[config.mk]
export PLATFORM = sky130hd
export DESIGN_NAME = ram_arb
export DESIGN_NICKNAME = d
export VERILOG_FILES = /design/src/rtl/ram_arb_pkg.sv /design/src/rtl/ram_arb_mux.sv /design/src/rtl/ram_arb.sv
export SDC_FILE = /design/constraint.sdc
export NUM_CORES = 1
export LEC_CHECK = 0
export CAP_MARGIN = 20
export CORE_AREA = 2 2 113 115
export CTS_CLUSTER_SIZE = 12
export DETAILED_ROUTE_END_ITERATION = 16
export DIE_AREA = 0 0 115 117
export GPL_TIMING_DRIVEN = 0
export SLEW_MARGIN = 40
export SYNTH_ARGS = -nofsm -noshare
export SYNTH_HDL_FRONTEND = slang
export SYNTH_SLANG_ARGS = --single-unit
[constraint.sdc]
create_clock -name i_clk -period 2.5 [get_ports i_clk]
set_clock_uncertainty 0.05 [all_clocks]
set_input_delay 0.25 -clock i_clk [delete_from_list [all_inputs] [get_ports i_clk]]
set_output_delay 0.25 -clock i_clk [all_outputs]
set_load 0.03 [all_outputs]
[src/rtl/ram_arb_pkg.sv]
// Shared state encoding, transfer-size codes and width defaults for the
// two-master ram arbiter (ram_arb, ram_arb_mux).
package ram_arb_pkg;

    localparam int AW_DEF = 26;
    localparam int DW_DEF = 32;

    localparam logic [1:0] SIZE_BYTE = 2'b00;
    localparam logic [1:0] SIZE_HALF = 2'b01;
    localparam logic [1:0] SIZE_WORD = 2'b10;

    typedef enum logic [1:0] {
        ST_IDLE = 2'd0,
        ST_GNT0 = 2'd1,
        ST_GNT1 = 2'd2
    } state_t;

    // Grant state that belongs to master index i_idx.
    function automatic state_t gnt_for(input logic i_idx);
        gnt_for = i_idx ? ST_GNT1 : ST_GNT0;
    endfunction

endpackage

[src/rtl/ram_arb_mux.sv]
// Slave-side request steering: forwards the granted master's bus fields to
// the ram port; drives an idle (all-zero) bus when nobody holds the grant.
module ram_arb_mux
    import ram_arb_pkg::*;
#(
    parameter int AW = AW_DEF,
    parameter int DW = DW_DEF
) (
    input  state_t          i_gnt,
    input  logic            i_m0_en,
    input  logic            i_m0_wr,
    input  logic [1:0]      i_m0_size,
    input  logic [AW-1:0]   i_m0_addr,
    input  logic [DW-1:0]   i_m0_data_in,
    input  logic            i_m1_en,
    input  logic            i_m1_wr,
    input  logic [1:0]      i_m1_size,
    input  logic [AW-1:0]   i_m1_addr,
    input  logic [DW-1:0]   i_m1_data_in,
    output logic            o_s_en,
    output logic            o_s_wr,
    output logic [1:0]      o_s_size,
    output logic [AW-1:0]   o_s_addr,
    output logic [DW-1:0]   o_s_data_out
);

    always_comb begin
        o_s_en       = 1'b0;
        o_s_wr       = 1'b0;
        o_s_size     = 2'b00;
        o_s_addr     = '0;
        o_s_data_out = '0;
        case (i_gnt)
            ST_GNT0: begin
                o_s_en       = i_m0_en;
                o_s_wr       = i_m0_wr;
                o_s_size     = i_m0_size;
                o_s_addr     = i_m0_addr;
                o_s_data_out = i_m0_data_in;
            end
            ST_GNT1: begin
                o_s_en       = i_m1_en;
                o_s_wr       = i_m1_wr;
                o_s_size     = i_m1_size;
                o_s_addr     = i_m1_addr;
                o_s_data_out = i_m1_data_in;
            end
            default: begin
                o_s_en = 1'b0;
            end
        endcase
    end

endmodule

[src/rtl/ram_arb.sv]
// Two-master ram arbiter (CPU = master 0, GPU fetch = master 1) with registered
// grant; round-robin by default, fixed CPU priority when RAM_ARB_FIXED_PRIO_EN is defined.
module ram_arb
    import ram_arb_pkg::*;
#(
    parameter int AW = AW_DEF,
    parameter int DW = DW_DEF
) (
    input  logic            i_clk,
    input  logic            i_reset,
    input  logic            i_m0_en,
    input  logic            i_m0_wr,
    input  logic [1:0]      i_m0_size,
    input  logic [AW-1:0]   i_m0_addr,
    input  logic [DW-1:0]   i_m0_data_in,
    output logic [DW-1:0]   o_m0_data_out,
    output logic            o_m0_wt,
    input  logic            i_m1_en,
    input  logic            i_m1_wr,
    input  logic [1:0]      i_m1_size,
    input  logic [AW-1:0]   i_m1_addr,
    input  logic [DW-1:0]   i_m1_data_in,
    output logic [DW-1:0]   o_m1_data_out,
    output logic            o_m1_wt,
    output logic            o_s_en,
    output logic            o_s_wr,
    output logic [1:0]      o_s_size,
    output logic [AW-1:0]   o_s_addr,
    output logic [DW-1:0]   o_s_data_out,
    input  logic [DW-1:0]   i_s_data_in,
    input  logic            i_s_wt
);

    state_t r_state;
    state_t w_state_nxt;
    state_t w_gnt;
    logic   w_gnt0;
    logic   w_gnt1;
    logic   w_done;
`ifndef RAM_ARB_FIXED_PRIO_EN
    logic   r_last;
`endif

    // Reset masks the grant immediately so the ram port is idle while reset is held.
    assign w_gnt  = i_reset ? ST_IDLE : r_state;
    assign w_gnt0 = (w_gnt == ST_GNT0);
    assign w_gnt1 = (w_gnt == ST_GNT1);
    assign w_done = o_s_en & ~i_s_wt;

    assign o_m0_wt       = i_m0_en & (w_gnt0 ? i_s_wt : 1'b1);
    assign o_m1_wt       = i_m1_en & (w_gnt1 ? i_s_wt : 1'b1);
    assign o_m0_data_out = (i_m0_en & w_gnt0) ? i_s_data_in : '0;
    assign o_m1_data_out = (i_m1_en & w_gnt1) ? i_s_data_in : '0;

    ram_arb_mux #(
        .AW(AW),
        .DW(DW)
    ) u_mux (
        .i_gnt        (w_gnt),
        .i_m0_en      (i_m0_en),
        .i_m0_wr      (i_m0_wr),
        .i_m0_size    (i_m0_size),
        .i_m0_addr    (i_m0_addr),
        .i_m0_data_in (i_m0_data_in),
        .i_m1_en      (i_m1_en),
        .i_m1_wr      (i_m1_wr),
        .i_m1_size    (i_m1_size),
        .i_m1_addr    (i_m1_addr),
        .i_m1_data_in (i_m1_data_in),
        .o_s_en       (o_s_en),
        .o_s_wr       (o_s_wr),
        .o_s_size     (o_s_size),
        .o_s_addr     (o_s_addr),
        .o_s_data_out (o_s_data_out)
    );

    // Next grant; a dropped request without completion falls back to IDLE.
    always_comb begin
        w_state_nxt = r_state;
        case (r_state)
            ST_IDLE: begin
                if (i_m0_en && i_m1_en) begin
`ifdef RAM_ARB_FIXED_PRIO_EN
                    w_state_nxt = ST_GNT0;
`else
                    w_state_nxt = gnt_for(~r_last);
`endif
                end else if (i_m0_en) begin
                    w_state_nxt = ST_GNT0;
                end else if (i_m1_en) begin
                    w_state_nxt = ST_GNT1;
                end else begin
                    w_state_nxt = ST_IDLE;
                end
            end
            ST_GNT0: begin
                if (!i_m0_en) begin
                    w_state_nxt = ST_IDLE;
                end else if (w_done) begin
`ifdef RAM_ARB_FIXED_PRIO_EN
                    // CPU keeps priority: re-arbitrate in IDLE, where a new CPU request wins.
                    w_state_nxt = ST_IDLE;
`else
                    w_state_nxt = i_m1_en ? ST_GNT1 : ST_IDLE;
`endif
                end else begin
                    w_state_nxt = ST_GNT0;
                end
            end
            ST_GNT1: begin
                if (!i_m1_en) begin
                    w_state_nxt = ST_IDLE;
                end else if (w_done) begin
                    w_state_nxt = i_m0_en ? ST_GNT0 : ST_IDLE;
                end else begin
                    w_state_nxt = ST_GNT1;
                end
            end
            default: begin
                w_state_nxt = ST_IDLE;
            end
        endcase
    end

    always_ff @(posedge i_clk) begin
        if (i_reset) begin
            r_state <= ST_IDLE;
`ifndef RAM_ARB_FIXED_PRIO_EN
            r_last  <= 1'b1;
`endif
        end else begin
            r_state <= w_state_nxt;
`ifndef RAM_ARB_FIXED_PRIO_EN
            if (w_done) begin
                r_last <= (r_state == ST_GNT1);
            end
`endif
        end
    end

endmodule

==> results.yml, run 1 <==
floorplanning:
  die_w_um: 115
  rows: 41
  die_height_um: 117
  pin_count: 287
  initial_core_util_pct: 12.5
  design.die.area_um2: 13500
  coreArea_um2: 12300
clock_tree:
  ctsHoldBuffers: 0
  cts_max_level: 1
  clock-sinks: 3
  cts_buffers: 3
  clk_path_buf_depth: 2
  clk_root_buffer_cell: "clkbuf_16"
  clk_latency_ns: 0.23
  cts_setup_buffers: 0
  cts_resized: 484
  clk_pin_slew_ns: 0.03
  tritoncts: "yes"
critical_path:
  cp_slowest_cell: "dlygate4sd1_1"
  worstPathCellList: "inv_1 > nor2_1 > inv_1 > ha_1 > buf_4 > buf_12 > buf_4 > a21boi_0 > dlygate4sd1_1"
  crit_fanout: 10
  end_kind: "output port"
  crit_type: "reg2out"
  cp.arrival_ns: 2.07
  critPathMaxStageDelay_ns: 0.40
  worstSetupStartpointType: "register"
  critical_path_required_ns: 2.20
placement:
  routabilityCongestion: 0.795
  dp_cells: 690
  portBuffers: 286
  dp_hpwl_um: 9400
logic_synthesis:
  syn-num-nets: 415
  yosys-top-cells-area: "a22oi_1 (30%), and3_1 (25%), nor2_1 (16%), buf_2 (5.2%), dfxtp_1 (3.9%)"
  ys_warn_count: 0
  synthCells: 254
  synth-seq-area-share_pct: 3.90
  synth_area_per_cell_um2: 6.07
  yosysTopAreaCell: "a22oi_1"
  synth_top_area_share_pct: 29.7
  ys_ff_latch: 3
  synthesis.area_um2: 1540
  synth.distinct_cells: 27
sta:
  hold_violations: 0
  maxSlewViolCount: 0
  worst_pin_slew_ns: 0.398
  fin_hold_ws_ns: 0.361
  setup_violations: 0
  post-route-min-period_ns: 2.37
  finalSetupTns_ns: 0
  finalCritPeriodShare_pct: 95.0
  max_freq_ghz: 0.421
  slew_headroom_pct: 73.1
global_route:
  antenna_found_initial: 0
  grt_pass1_wl_um: 16000
  grt_pass1_vias: 2962
  grt_usage_pct: 14.9
  grt_start_max_net_pins: 11
  gr-total-overflow: 0
power_and_ir_drop:
  p_leak_nw: 2.07
  ir_drop_uv: 315
  powerDensity_nw_per_um2: 189
flow_run:
  max-cap-violations: 0
route:
  via_count: 3116
  wirelength_um: 11400
  drtIter0Drc: 133
  post_drt_wl_per_cell_um: 16.4
  ant_nets: 0
  via_per_inst: 4.49
  firstDrtPassIters: 5
  drc: 0
finish:
  antenna_cells: 0
  syn_to_final_growth_pct: 192
  layout-drive-gt1-share_pct: 28.7
  nNetsFinal: 706
  final_core_util_pct: 36.5
  final_cells: 694
hold_path:
  hold_class: "in2reg"
status:
  outcome: "finished clean"
[where the power goes]
group / switching [mW] / internal [mW] / total (mW)
combinational: 0.227 / 0.310 / 0.537
sequential: 0.00333 / 0.0509 / 0.0542
clock: 0.0471 / 0.211 / 0.258
[cell usage after synthesis, drive strengths merged]
cell type / number
a21boi: 2
a21o: 2
a21oi: 2
a221oi: 2
a22oi: 62
and3: 64
buf: 25
clkbuf: 12
dfxtp: 3
ha: 2
inv: 4
mux2i: 1
nand2: 1
nand3: 3
nor2: 65
nor3: 1
o311ai: 1
or2b: 1
or4b: 1
[layout by cell type, fill, tap and decap left out, drive strengths merged]
master / count
inv: 4
mux2i: 1
clkdlybuf4s50: 157
a22oi: 62
nand3: 3
nor3: 1
or2b: 1
buf: 77
a21boi: 2
or4b: 1
o311ai: 1
dfxtp: 3
a221oi: 2
nor2: 65
dlygate4sd2: 13
clkdlybuf4s15: 54
nand2: 1
dlymetal6s2s: 1
clkdlybuf4s18: 3
and3: 64
dlygate4sd1: 1
ha: 2
clkbuf: 21
a21oi: 2
a21o: 2
[state kept, by name, indices dropped and copies added, names as in the netlist]
signal / flops
r_state: 2
r_last: 1
[final timing paths]
check | start | end | slack, ns | cells after the start
worst max-delay path | r_state[0] | o_m1_wt | 0.13 | 9
worst min-delay path | i_reset | r_last | 0.36 | 3
worst max register to register | r_state[1] | r_state[0] | 0.71 | 6
worst min register to register | r_state[0] | r_state[1] | 0.43 | 1
[kinds of logic (layout without fill, tap and decap cells)]
logic type,after synthesis,count (layout),share of synthesized area [%]
and+or+nand+nor,136,136,45.0
adders and majority gates,2,2,1.62
buffers and inverters,41,331,13.5
DFF,3,3,3.90
AOI/OAI and AO/OA,71,71,35.3
muxes,1,1,0.649
[cell type report]
type                       instances  area [um2]
clock buffer                       4        78.8
inverter                           4        15.0
tap                              150         188
fill                            1322        7810
buffer                            37         246
timing repair buffer             286        2630
sequential                         3        62.6
multi-input combinational        210        1270
[routing by layer]
metal  share of wire (%)  vias to the layer above  global-route usage (%)
met1                  40                     1434                    17.9
met2                  51                      153                    27.5
met5                   0                        -                       0
met3                 9.2                        8                    3.76
li1                    -                     1521                       -
met4                0.55                        0                    1.93
[metrics by stage]
| step | area, um2 | setup slack, ns | total power [mW] |
|---|---|---|---|
| 6_report | 4500 | 0.125 | 0.849 |
| 3_3_place_gp | 4590 | -0.707 | 0.597 |
| 3_5_place_dp | 4590 | -0.710 | 0.601 |
| 5_1_grt | 4500 | -0.00121 | 0.892 |
| 2_1_floorplan | 1540 | 0.239 | 0.242 |
| 4_1_cts | 4510 | 0.000150 | 0.857 |
[critical path, delay by kind of cell (launching register included)]
| family | cells | cell delay (ns) |
|---|---|---|
| AND/OR/NAND/NOR | 1 | 0.15 |
| adder cells (fa/ha/maj) | 1 | 0.19 |
| AO/OA/AOI/OAI | 1 | 0.14 |
| flip-flops | 1 | 0.36 |
| buffers and inverters | 6 | 0.99 |
No activity file was read; power rests on OpenSTA's default activity.
==> inputs of run 2 (changes only) <==
Settings changed: SETUP_SLACK_MARGIN set to 0.1.
==> run 2 against run 1 <==
Setup slack gained 0.054 ns. Cell area down 4.2%. First-iteration DRC count up 2.3%. Sequential share of layout area grew 0.12 points. Sequential power down 0.7%. Die area unchanged. Combinational power hardly changed. Routed wire length is 0.71% higher. Via count is 0.22% lower. Global-route usage hardly changed.
==> results.yml, run 2 (synthesized netlist as in run 1, its figures left out) <==
clock_tree:
  cts_setup_buffers: 0
  clock-sinks: 3
  clk_latency_ns: 0.23
  cts_max_level: 1
  ctsHoldBuffers: 0
  tritoncts: "yes"
  cts_buffers: 3
  clk_pin_slew_ns: 0.03
  clk_path_buf_depth: 2
  clk_root_buffer_cell: "clkbuf_16"
sta:
  maxSlewViolCount: 0
  slew_headroom_pct: 73.1
  grt_setup_unrepaired: "yes"
  setup_violations: 0
  max_freq_ghz: 0.431
  hold_violations: 0
  worst_pin_slew_ns: 0.398
  post-route-min-period_ns: 2.32
  finalCritPeriodShare_pct: 92.8
  layout_setup_ws_ns: 0.179
  fin_hold_ws_ns: 0.419
critical_path:
  critical_path_required_ns: 2.20
  crit_top_cell: "buf_4"
  reg2reg_from: "r_state[1]"
  critPathTopFamily: "buffers and inverters"
  regToRegSetupSlack_ns: 0.73
  worstPathCellList: "or2b_1 > ha_1 > buf_4 > buf_4 > nor2_1 > dlygate4sd2_1"
  startpoint: "r_state[1]"
  cp.arrival_ns: 2.02
  end_kind: "output port"
  worstSetupStartpointType: "register"
  path_buf_inv: 3
  critPathMaxStageDelay_ns: 0.43
  cp_slowest_cell: "dlygate4sd2_1"
  crit_fanout: 10
  crit_type: "reg2out"
placement:
  portBuffers: 286
  placed_area_um2: 4590
  routabilityCongestion: 0.795
  dp_hpwl_um: 9400
  dpl_worst_slack_ns: -0.710
finish:
  fill_cells: 1366
  reg.largest.list: "r_state (2), r_last (1)"
  final_core_util_pct: 35.0
  layout-drive-gt1-share_pct: 29.8
  stdcell_area_um2: 4310
  largest_register_ffs: 2
  layout_commonest_cell: "clkdlybuf4s50_1"
  syn_to_final_growth_pct: 180
  antenna_cells: 0
  mostFrequentLayoutCells: "clkdlybuf4s50_1 (157), nor2_1 (64), and3_1 (61)"
  top_register: "r_state"
  nNetsFinal: 706
flow_run:
  max-cap-violations: 0
hold_path:
  hold_class: "reg2reg"
  worstHoldStart: "r_state[1]"
power_and_ir_drop:
  clockPowerShare_pct: 30.4
  pwr-share-comb_pct: 63.3
  ir_drop_uv: 316
  p_sw_mw: 0.280
  powerDensity_nw_per_um2: 197
  power_mw: 0.848
  p_leak_nw: 2.10
  swShare_pct: 33.0
  intPower_mw: 0.569
  seqPwrFrac_pct: 6.3
global_route:
  grt_usage_pct: 14.9
  antenna_found_initial: 0
  grt_start_max_net_pins: 11
  grt_pass1_vias: 2960
  grt_pass1_wl_um: 16000
  gr-total-overflow: 0
floorplanning:
  rows: 41
  design.die.area_um2: 13500
  pin_count: 287
  initial_core_util_pct: 12.5
  coreArea_um2: 12300
  die_height_um: 117
  die_w_um: 115
route:
  ant_nets: 0
  via_per_inst: 4.48
  drc: 0
  via_count: 3109
  drtIter0Drc: 136
  wirelength_um: 11500
  post_drt_wl_per_cell_um: 16.6
  firstDrtPassIters: 4
status:
  outcome: "finished clean"
==> run 2: cell count changes in the layout (fill, tap and decap cells not counted), moves of 2 or more <==
cell	change
a22oi_1	-4
clkbuf_2	+34
buf_4	-2
clkdlybuf4s18_2	-2
clkbuf_4	+5
a22oi_2	+4
clkdlybuf4s15_2	-34
==> run 2: layout make-up <==
cell class | instances | area, um2 | area share [%]
inverters | 4 | 15.0 | 0.348
well taps | 150 | 188 | 4.35
multi-input cells | 210 | 1300 | 30.1
plain buffers | 37 | 259 | 6.01
repair buffers | 286 | 2410 | 55.9
clock buffers | 4 | 78.8 | 1.83
flip-flops and latches | 3 | 65.1 | 1.51
==> run 2: through the flow <==
step           std cells  TNS (ns)
6_report             694         0
5_1_grt              694         0
4_1_cts              694         0
3_5_place_dp         690    -58.63
3_3_place_gp         690    -55.99
2_1_floorplan        254         0
==> run 2: final timing paths <==
| kind | end | cells past startpoint |
|---|---|---|
| hold reg to reg | r_state[1] | 1 |
| setup / recovery | o_s_en | 6 |
| setup reg to reg | r_state[0] | 6 |
| hold / removal | r_state[1] | 1 |
==> run 2: power by group through the flow <==
stage               Clock (mW)  Sequential, mW  Combinational (mW)
detailed placement           0          0.0543               0.546
CTS                      0.262          0.0542               0.541
global placement             0          0.0541               0.542
global route             0.263          0.0542               0.574
finish                   0.258          0.0538               0.537
floorplan                    0          0.0537               0.188
==> run 2: metal layers <==
metal  global-route usage (%)  routed length [um]  vias to the layer above  part of all wire (%)
met4                     2.01                 136                        0                   1.2
met3                     3.76                1060                       14                   9.2
met1                     17.8                4520                     1418                    39
met5                        0                   0                        -                     0
li1                         -                   -                     1520                     -
met2                     27.6                5780                      157                    50
==> run 2: timing repair <==
item | in CTS | in global routing
resized for setup | 381 | 131
setup endpoints to repair | 128 | 118
cloned | 0 | 0
pin swaps | 0 | 1
